<file path="src/rtl/mem_port_arbiter.sv">
// mem_port_arbiter: shares one memory between cpu and ext ports; round-robin, or fixed cpu priority with CPU_PRIORITY_EN.
// Latency: request seen in IDLE -> MEM_LAT ACCESS cycles -> Ack in cycle MEM_LAT+1; one transaction per MEM_LAT+2 cycles.
// Backpressure: requesters hold Req until Ack; the losing requester waits, its inputs sampled only when it is granted.
module mem_port_arbiter #(
  parameter int ADDR_W  = 13,
  parameter int DATA_W  = 8,
  parameter int MEM_LAT = 2
) (
  input  logic              clk,
  input  logic              rst,
  input  logic              cpuReq,
  input  logic              cpuWe,
  input  logic [ADDR_W-1:0] cpuAddr,
  input  logic [DATA_W-1:0] cpuWdata,
  output logic              cpuGnt,
  output logic              cpuAck,
  output logic [DATA_W-1:0] cpuRdata,
  input  logic              extReq,
  input  logic              extWe,
  input  logic [ADDR_W-1:0] extAddr,
  input  logic [DATA_W-1:0] extWdata,
  output logic              extGnt,
  output logic              extAck,
  output logic [DATA_W-1:0] extRdata,
  output logic [ADDR_W-1:0] memAddr,
  output logic [DATA_W-1:0] memWdata,
  output logic              memReadEn,
  output logic              memWriteEn,
  input  logic [DATA_W-1:0] memRdata,
  output logic              busy
);

  localparam int CNT_W = (MEM_LAT > 1) ? $clog2(MEM_LAT) : 1;
  localparam logic [CNT_W-1:0] CNT_LOAD = CNT_W'(MEM_LAT - 1);

  typedef enum logic [1:0] {IDLE = 2'd0, ACCESS = 2'd1, DONE = 2'd2} state_t;

  typedef struct packed {
    logic              we;
    logic [ADDR_W-1:0] addr;
    logic [DATA_W-1:0] wdata;
  } req_t;

  state_t           state_q, state_d;
  logic [CNT_W-1:0] cnt_q;
  req_t             lat_q, win_req;
  logic             own_ext_q;
  logic             any_req, pick_ext, last_cycle;
  logic             owner_d, we_d, busy_d;
  logic             cpu_gnt_d, cpu_ack_d, ext_gnt_d, ext_ack_d, rd_en_d, wr_en_d;

  assign any_req    = cpuReq | extReq;
  assign last_cycle = (state_q == ACCESS) && (cnt_q == '0);

`ifdef CPU_PRIORITY_EN
  assign pick_ext = extReq & ~cpuReq;
`else
  // last_ext_q resets to 1 so the cpu wins the first tie.
  logic last_ext_q;

  assign pick_ext = extReq & (~cpuReq | ~last_ext_q);

  always_ff @(posedge clk or negedge rst) begin
    if (!rst) begin
      last_ext_q <= 1'b1;
    end else if (state_q == IDLE && any_req) begin
      last_ext_q <= pick_ext;
    end
  end
`endif

  always_comb begin
    win_req = pick_ext ? {extWe, extAddr, extWdata} : {cpuWe, cpuAddr, cpuWdata};
  end

  always_comb begin
    state_d = state_q;
    case (state_q)
      IDLE:    if (any_req) state_d = ACCESS;
      ACCESS:  if (cnt_q == '0) state_d = DONE;
      DONE:    state_d = IDLE;
      default: state_d = IDLE;
    endcase
  end

  // Outputs are computed from the next state so they can be registered with no added latency.
  always_comb begin
    owner_d   = (state_q == IDLE) ? pick_ext : own_ext_q;
    we_d      = (state_q == IDLE) ? win_req.we : lat_q.we;
    busy_d    = (state_d != IDLE);
    cpu_gnt_d = busy_d & ~owner_d;
    ext_gnt_d = busy_d & owner_d;
    cpu_ack_d = (state_d == DONE) & ~owner_d;
    ext_ack_d = (state_d == DONE) & owner_d;
    rd_en_d   = (state_d == ACCESS) & ~we_d;
    wr_en_d   = (state_d == ACCESS) & we_d;
  end

  always_ff @(posedge clk or negedge rst) begin
    if (!rst) begin
      state_q    <= IDLE;
      cnt_q      <= '0;
      lat_q      <= '0;
      own_ext_q  <= 1'b0;
      cpuGnt     <= 1'b0;
      cpuAck     <= 1'b0;
      extGnt     <= 1'b0;
      extAck     <= 1'b0;
      memReadEn  <= 1'b0;
      memWriteEn <= 1'b0;
      busy       <= 1'b0;
      cpuRdata   <= '0;
      extRdata   <= '0;
    end else begin
      state_q    <= state_d;
      cpuGnt     <= cpu_gnt_d;
      cpuAck     <= cpu_ack_d;
      extGnt     <= ext_gnt_d;
      extAck     <= ext_ack_d;
      memReadEn  <= rd_en_d;
      memWriteEn <= wr_en_d;
      busy       <= busy_d;
      if (state_q == IDLE && any_req) begin
        lat_q     <= win_req;
        own_ext_q <= pick_ext;
        cnt_q     <= CNT_LOAD;
      end else if (state_q == ACCESS && cnt_q != '0) begin
        cnt_q <= cnt_q - 1'b1;
      end
      // Only reads update the owner's read-data register; writes leave it holding.
      if (last_cycle && !lat_q.we) begin
        if (own_ext_q) extRdata <= memRdata;
        else           cpuRdata <= memRdata;
      end
    end
  end

  assign memAddr  = lat_q.addr;
  assign memWdata = lat_q.wdata;

  a_one_gnt: assert property (@(posedge clk) disable iff (!rst) !(cpuGnt && extGnt));
  a_one_ack: assert property (@(posedge clk) disable iff (!rst) !(cpuAck && extAck));
  a_one_en:  assert property (@(posedge clk) disable iff (!rst) !(memReadEn && memWriteEn));

endmodule

</file>
<file path="config.mk">
export PLATFORM = sky130hd
export DESIGN_NAME = mem_port_arbiter
export DESIGN_NICKNAME = d
export VERILOG_FILES = /design/src/rtl/mem_port_arbiter.sv
export SDC_FILE = /design/constraint.sdc
export NUM_CORES = 1
export LEC_CHECK = 0
export BUFFER_PORTS_ARGS = -buffer_cell sky130_fd_sc_hd__buf_2
export CAP_MARGIN = 20
export CORE_MARGIN = 5
export CORE_UTILIZATION = 51
export CTS_CLUSTER_SIZE = 8
export DETAILED_ROUTE_END_ITERATION = 12
export GPL_TIMING_DRIVEN = 0
export MAX_ROUTING_LAYER = met4
export PLACE_DENSITY_LB_ADDON = 0.3
export SYNTH_ARGS = -nofsm -noshare
export SYNTH_HDL_FRONTEND = slang
export SYNTH_SLANG_ARGS = --single-unit
export TNS_END_PERCENT = 10
</file>
<file path="constraint.sdc">
create_clock -name clk -period 3.5 [get_ports clk]
set_clock_uncertainty 0.15 [all_clocks]
set_input_delay 0.7 -clock clk [delete_from_list [all_inputs] [get_ports clk]]
set_output_delay 0.7 -clock clk [all_outputs]
set_load 0.02 [all_outputs]
</file>
### Yosys cells after proc, flatten, opt, wreduce, memory -nomap -nowiden

Cells that the tools add are included.

* input port bits: 56
* word-level logic and storage cells: 53
* register bits after elaboration: 50

* eq/ne operators: 3
* bitwise logic cells: 15
* reduce and logical (&&, ||, !) cells: 10
* multiplexer cells: 8
* add/sub/neg operators: 1

Operator list (number)
* $mux W22: 1
* $and A1 B1 Y1: 7
* $not A1 Y1: 6
* $eq A2 B1 Y1 const B: 2
* $logic_and A1 B1 Y1: 4
* $mux W1: 4
* $mux W2: 2
* $pmux W2 S2: 1
* $reduce_and A2 Y1: 2
* $reduce_bool A2 Y1: 2
* $eq A2 B2 Y1 const B: 1
* $logic_not A2 Y1: 1
* $or A1 B1 Y1: 2
* $logic_not A1 Y1: 1
* $sub A1 B1 Y1 const B: 1

### Longest topological paths before layout

* word-level depth: 7
* depth in mapped cells: 4
* mapped depth without buffers: 4

### Least setup slack after synthesis

No wires, ideal clock.

* path kind: input port to flip-flop
* start: input extReq
* end: register lat_q (netlist bit memAddr[0])
* buffers on the path: 1
* arrival time: 1.812 ns
* setup time: 0.125 ns
* setup slack: 1.413 ns
* stages on the path: 4
* path through: a21boi_2 buf_2 mux2_2 mux2_2

* word-level cells in the longest chain between the ends: 2
* elaborated cells between the ends (all ways): 4

Ends and longest elaborated chain
* from (decl): line 18 `input logic extReq,`
* $and A1 B1 Y1 / $or A1 B1 Y1 (equally long branches): line 61, 52
* $mux W22 / $logic_and A1 B1 Y1 (equally long branches): line 73, 123
* to (signal assigned): line 124 `lat_q <= win_req;`
* to (decl): line 46 `req_t lat_q, win_req;`

Parallel ways exist; a longest one is shown, timed or not.
A chain may end at the register's enable or synchronous reset.

### Worst setup path after layout

* start: input extReq
* end: register lat_q (netlist bit memWdata[5])

Same word-level chain as after synthesis.

==> impl_metrics.toml <==
[run_status]
status = "finished clean"

[power]
clock_power_share_pct = 12.0
combPwrFrac_pct = 51.0
p_sw_mw = 1.05
max-vdd-ir-drop_mv = 0.549
swShare_pct = 37.6
seq_power_share_pct = 37.0
p_int_mw = 1.74
power_density_nw_per_um2 = 931
leakagePower_nw = 1.50

[cts]
cts_sinks = 50
cts_buffer_depth = 2
clk_latency_ns = 0.29
clkTransAtPathRegs_ns = 0.09
cts_made_buffers = 5
h-tree-depth = 2
hold_buffers = 0
cts_setup_buffers = 0
root_buffer = "clkbuf_8"
cts_tree = "built"
cts_resized = 0

[sta]
slew_violations = 0
finalCriticalPeriod_ns = 2.11
hold_viol = 0
setup_tns_ns = 0
relSlewSlack_pct = 57.7
hold_slack_ns = 0.273
finalCritPeriodShare_pct = 60.2
rsz0062_at_grt = "no"
tightest_slew_ns = 0.634
finalSetupViolCount = 0
max_freq_mhz = 475

[critical_path]
cp_slowest_cell = "mux2_2"
r2r_cells = 4
path_cells = "buf_2 > a21boi_2 > buf_2 > mux2_2 > mux2_2"
endpoint_kind = "flip-flop"
worst_ep_arrival_time_ns = 2.13
cp.required_ns = 3.53
path_class = "in -> reg"
path_max_fanout = 10
cp-start-kind = "input pin"
max_stage_delay_ns = 0.37

[drt]
num_vias = 1611
drt-pass1-iter-count = 4
wl_per_cell_um = 14.1
route.detailed.drc = 0
drt-total-wl_um = 4580
drt_iter0_drc = 51
vias_per_cell = 4.94
antenna_left = 0

[synthesis]
synth_edf_count = 0
syn_area_um2 = 2320
ys_types = 27
synthArstFlopShare_pct = 100
netlist_top_cells_area = "dfrtp_1 (53%), mux2_2 (28%), buf_4 (6.8%)"
seq_area_frac_synth_pct = 54.0
synthTopCellsByCount = "mux2_2 (58), dfrtp_1 (49), buf_4 (21), inv_1 (5)"
synthCells = 166
yosys.cell_count.top_type = "mux2_2"
synth_largest_area_cell = "dfrtp_1"
ys.flop_type = "dfrtp_1"
syn-num-nets = 222
synth_area_per_cell_um2 = 14.0
synth_seq_cells = 50
netlist.area_leader.share_pct = 52.9
ys_warn_count = 0

[finish]
fill_cells = 343
nets = 329
ff_latch_area_um2 = 1250
multi_input_area_um2 = 852
area_growth_pct = 29.5
drive_gt1_share_pct = 72.3
num_antenna_cells = 0

[place]
io_buffer_count = 99
dp_hpwl_um = 3580
globalplace.congestion = 0.755

[grt]
grt_pass1_wl_um = 7830
grt_pass1_vias = 1676
grt_usage_pct = 16.5
grt_max_degree = 51
grt_overflow = 0
grt_antenna_before_repair = 0

[worst_hold_path]
hold_path.class = "in -> async"

[die]
rows = 24
core-area_um2 = 4380
initial_utilization_pct = 52.9
fp.dieArea_um2 = 5990
die_h_um = 77.4
ios = 100
fp.dieW_um = 77.4

[run]
maxCapViolCount = 0
-- per-stage QoR --
stage / worst slack (ns) / utilization [%] / cells / power (mW) / area [um2]
2_1_floorplan: 1.41 / - / 166 / 2.06 / 2320
3_3_place_gp: 1.09 / 65.6 / 317 / 2.44 / 2880
3_5_place_dp: 1.08 / 65.6 / 317 / 2.49 / 2880
4_1_cts: 1.39 / 67.8 / 325 / 2.83 / 2970
5_1_grt: 1.33 / 68.4 / 326 / 3.00 / 3000
6_report: 1.39 / 68.4 / 326 / 2.79 / 3000
-- power groups by stage --
stage	registers (mW)	clock network, mW	logic [mW]
4_1_cts	1.03	0.349	1.44
6_report	1.03	0.336	1.42
5_1_grt	1.07	0.383	1.54
3_5_place_dp	1.04	0	1.44
2_1_floorplan	1.18	0	0.887
3_3_place_gp	1.02	0	1.42
-- routing by layer --
layer / wire (um) / GRT usage (%) / up-vias
met5: 0 / - / -
met4: 46 / 4.64 / 0
met3: 441 / 6.13 / 5
met2: 2300 / 26.3 / 67
met1: 1790 / 19.7 / 769
li1: - / - / 770
-- cells in the final DEF, fill, tap and decap left out, types with 2 or more instances in the layout --
cell      count
clkbuf_8      6
inv_1         5
buf_4        21
a21oi_1       2
nor2_1        3
nand2_1       2
mux2_2       58
nor3_1        2
buf_6         2
mux2i_1       2
dfrtp_1      49
and2_1        3
buf_2       101
-- area by class of cell --
cell class                      count  share of cell area, %
Tap cell                           52                   2.17
Inverter                            6                  0.751
Timing Repair Buffer              100                   17.4
Buffer                             25                   6.34
Clock inverter                      2                  0.417
Multi-Input combinational cell     85                   28.4
Sequential cell                    50                   41.7
Clock buffer                        6                   2.75
-- flip-flops by register name, summed over array words and instances (netlist names) --
| name | count |
|---|---|
| busy | 1 |
| cnt_q | 1 |
| cpuAck | 1 |
| cpuGnt | 1 |
| cpuRdata | 8 |
| extAck | 1 |
| extGnt | 1 |
| extRdata | 8 |
| last_ext_q | 1 |
| lat_q | 1 |
| memAddr | 13 |
| memReadEn | 1 |
| memWdata | 8 |
| memWriteEn | 1 |
| own_ext_q | 1 |
| state_q | 2 |
-- path summary, 6_finish.rpt --
| kind | endpoint | slack [ns] | start |
|---|---|---|---|
| setup / recovery | memWdata[5] | 1.39 | extReq |
| min in group clk | memAddr[5] | 0.36 | memAddr[5] |
| max in group asynchronous | last_ext_q | 2.32 | rst |
| hold / removal | memWdata[2] | 0.27 | rst |
| hold reg to reg | memAddr[5] | 0.36 | memAddr[5] |
| setup reg to reg | memAddr[1] | 1.50 | state_q[1] |
-- worst max-delay path, delay by kind of cell --
kind / cells / cell delay, ns
multiplexers: 2 / 0.63
AO/OA/AOI/OAI: 1 / 0.36
buffers and inverters: 2 / 0.45
-- logic make-up (layout without fill, tap and decap cells) --
logic type / after synthesis / count (layout) / synth area share (%)
multiplexers: 60 / 60 / 29.0
AO/OA/AOI/OAI: 11 / 11 / 3.67
flip-flops: 50 / 50 / 54.1
AND/OR/NAND/NOR: 14 / 14 / 4.05
buffers and inverters: 31 / 139 / 9.18
No activity file was read; power rests on OpenSTA's default activity.
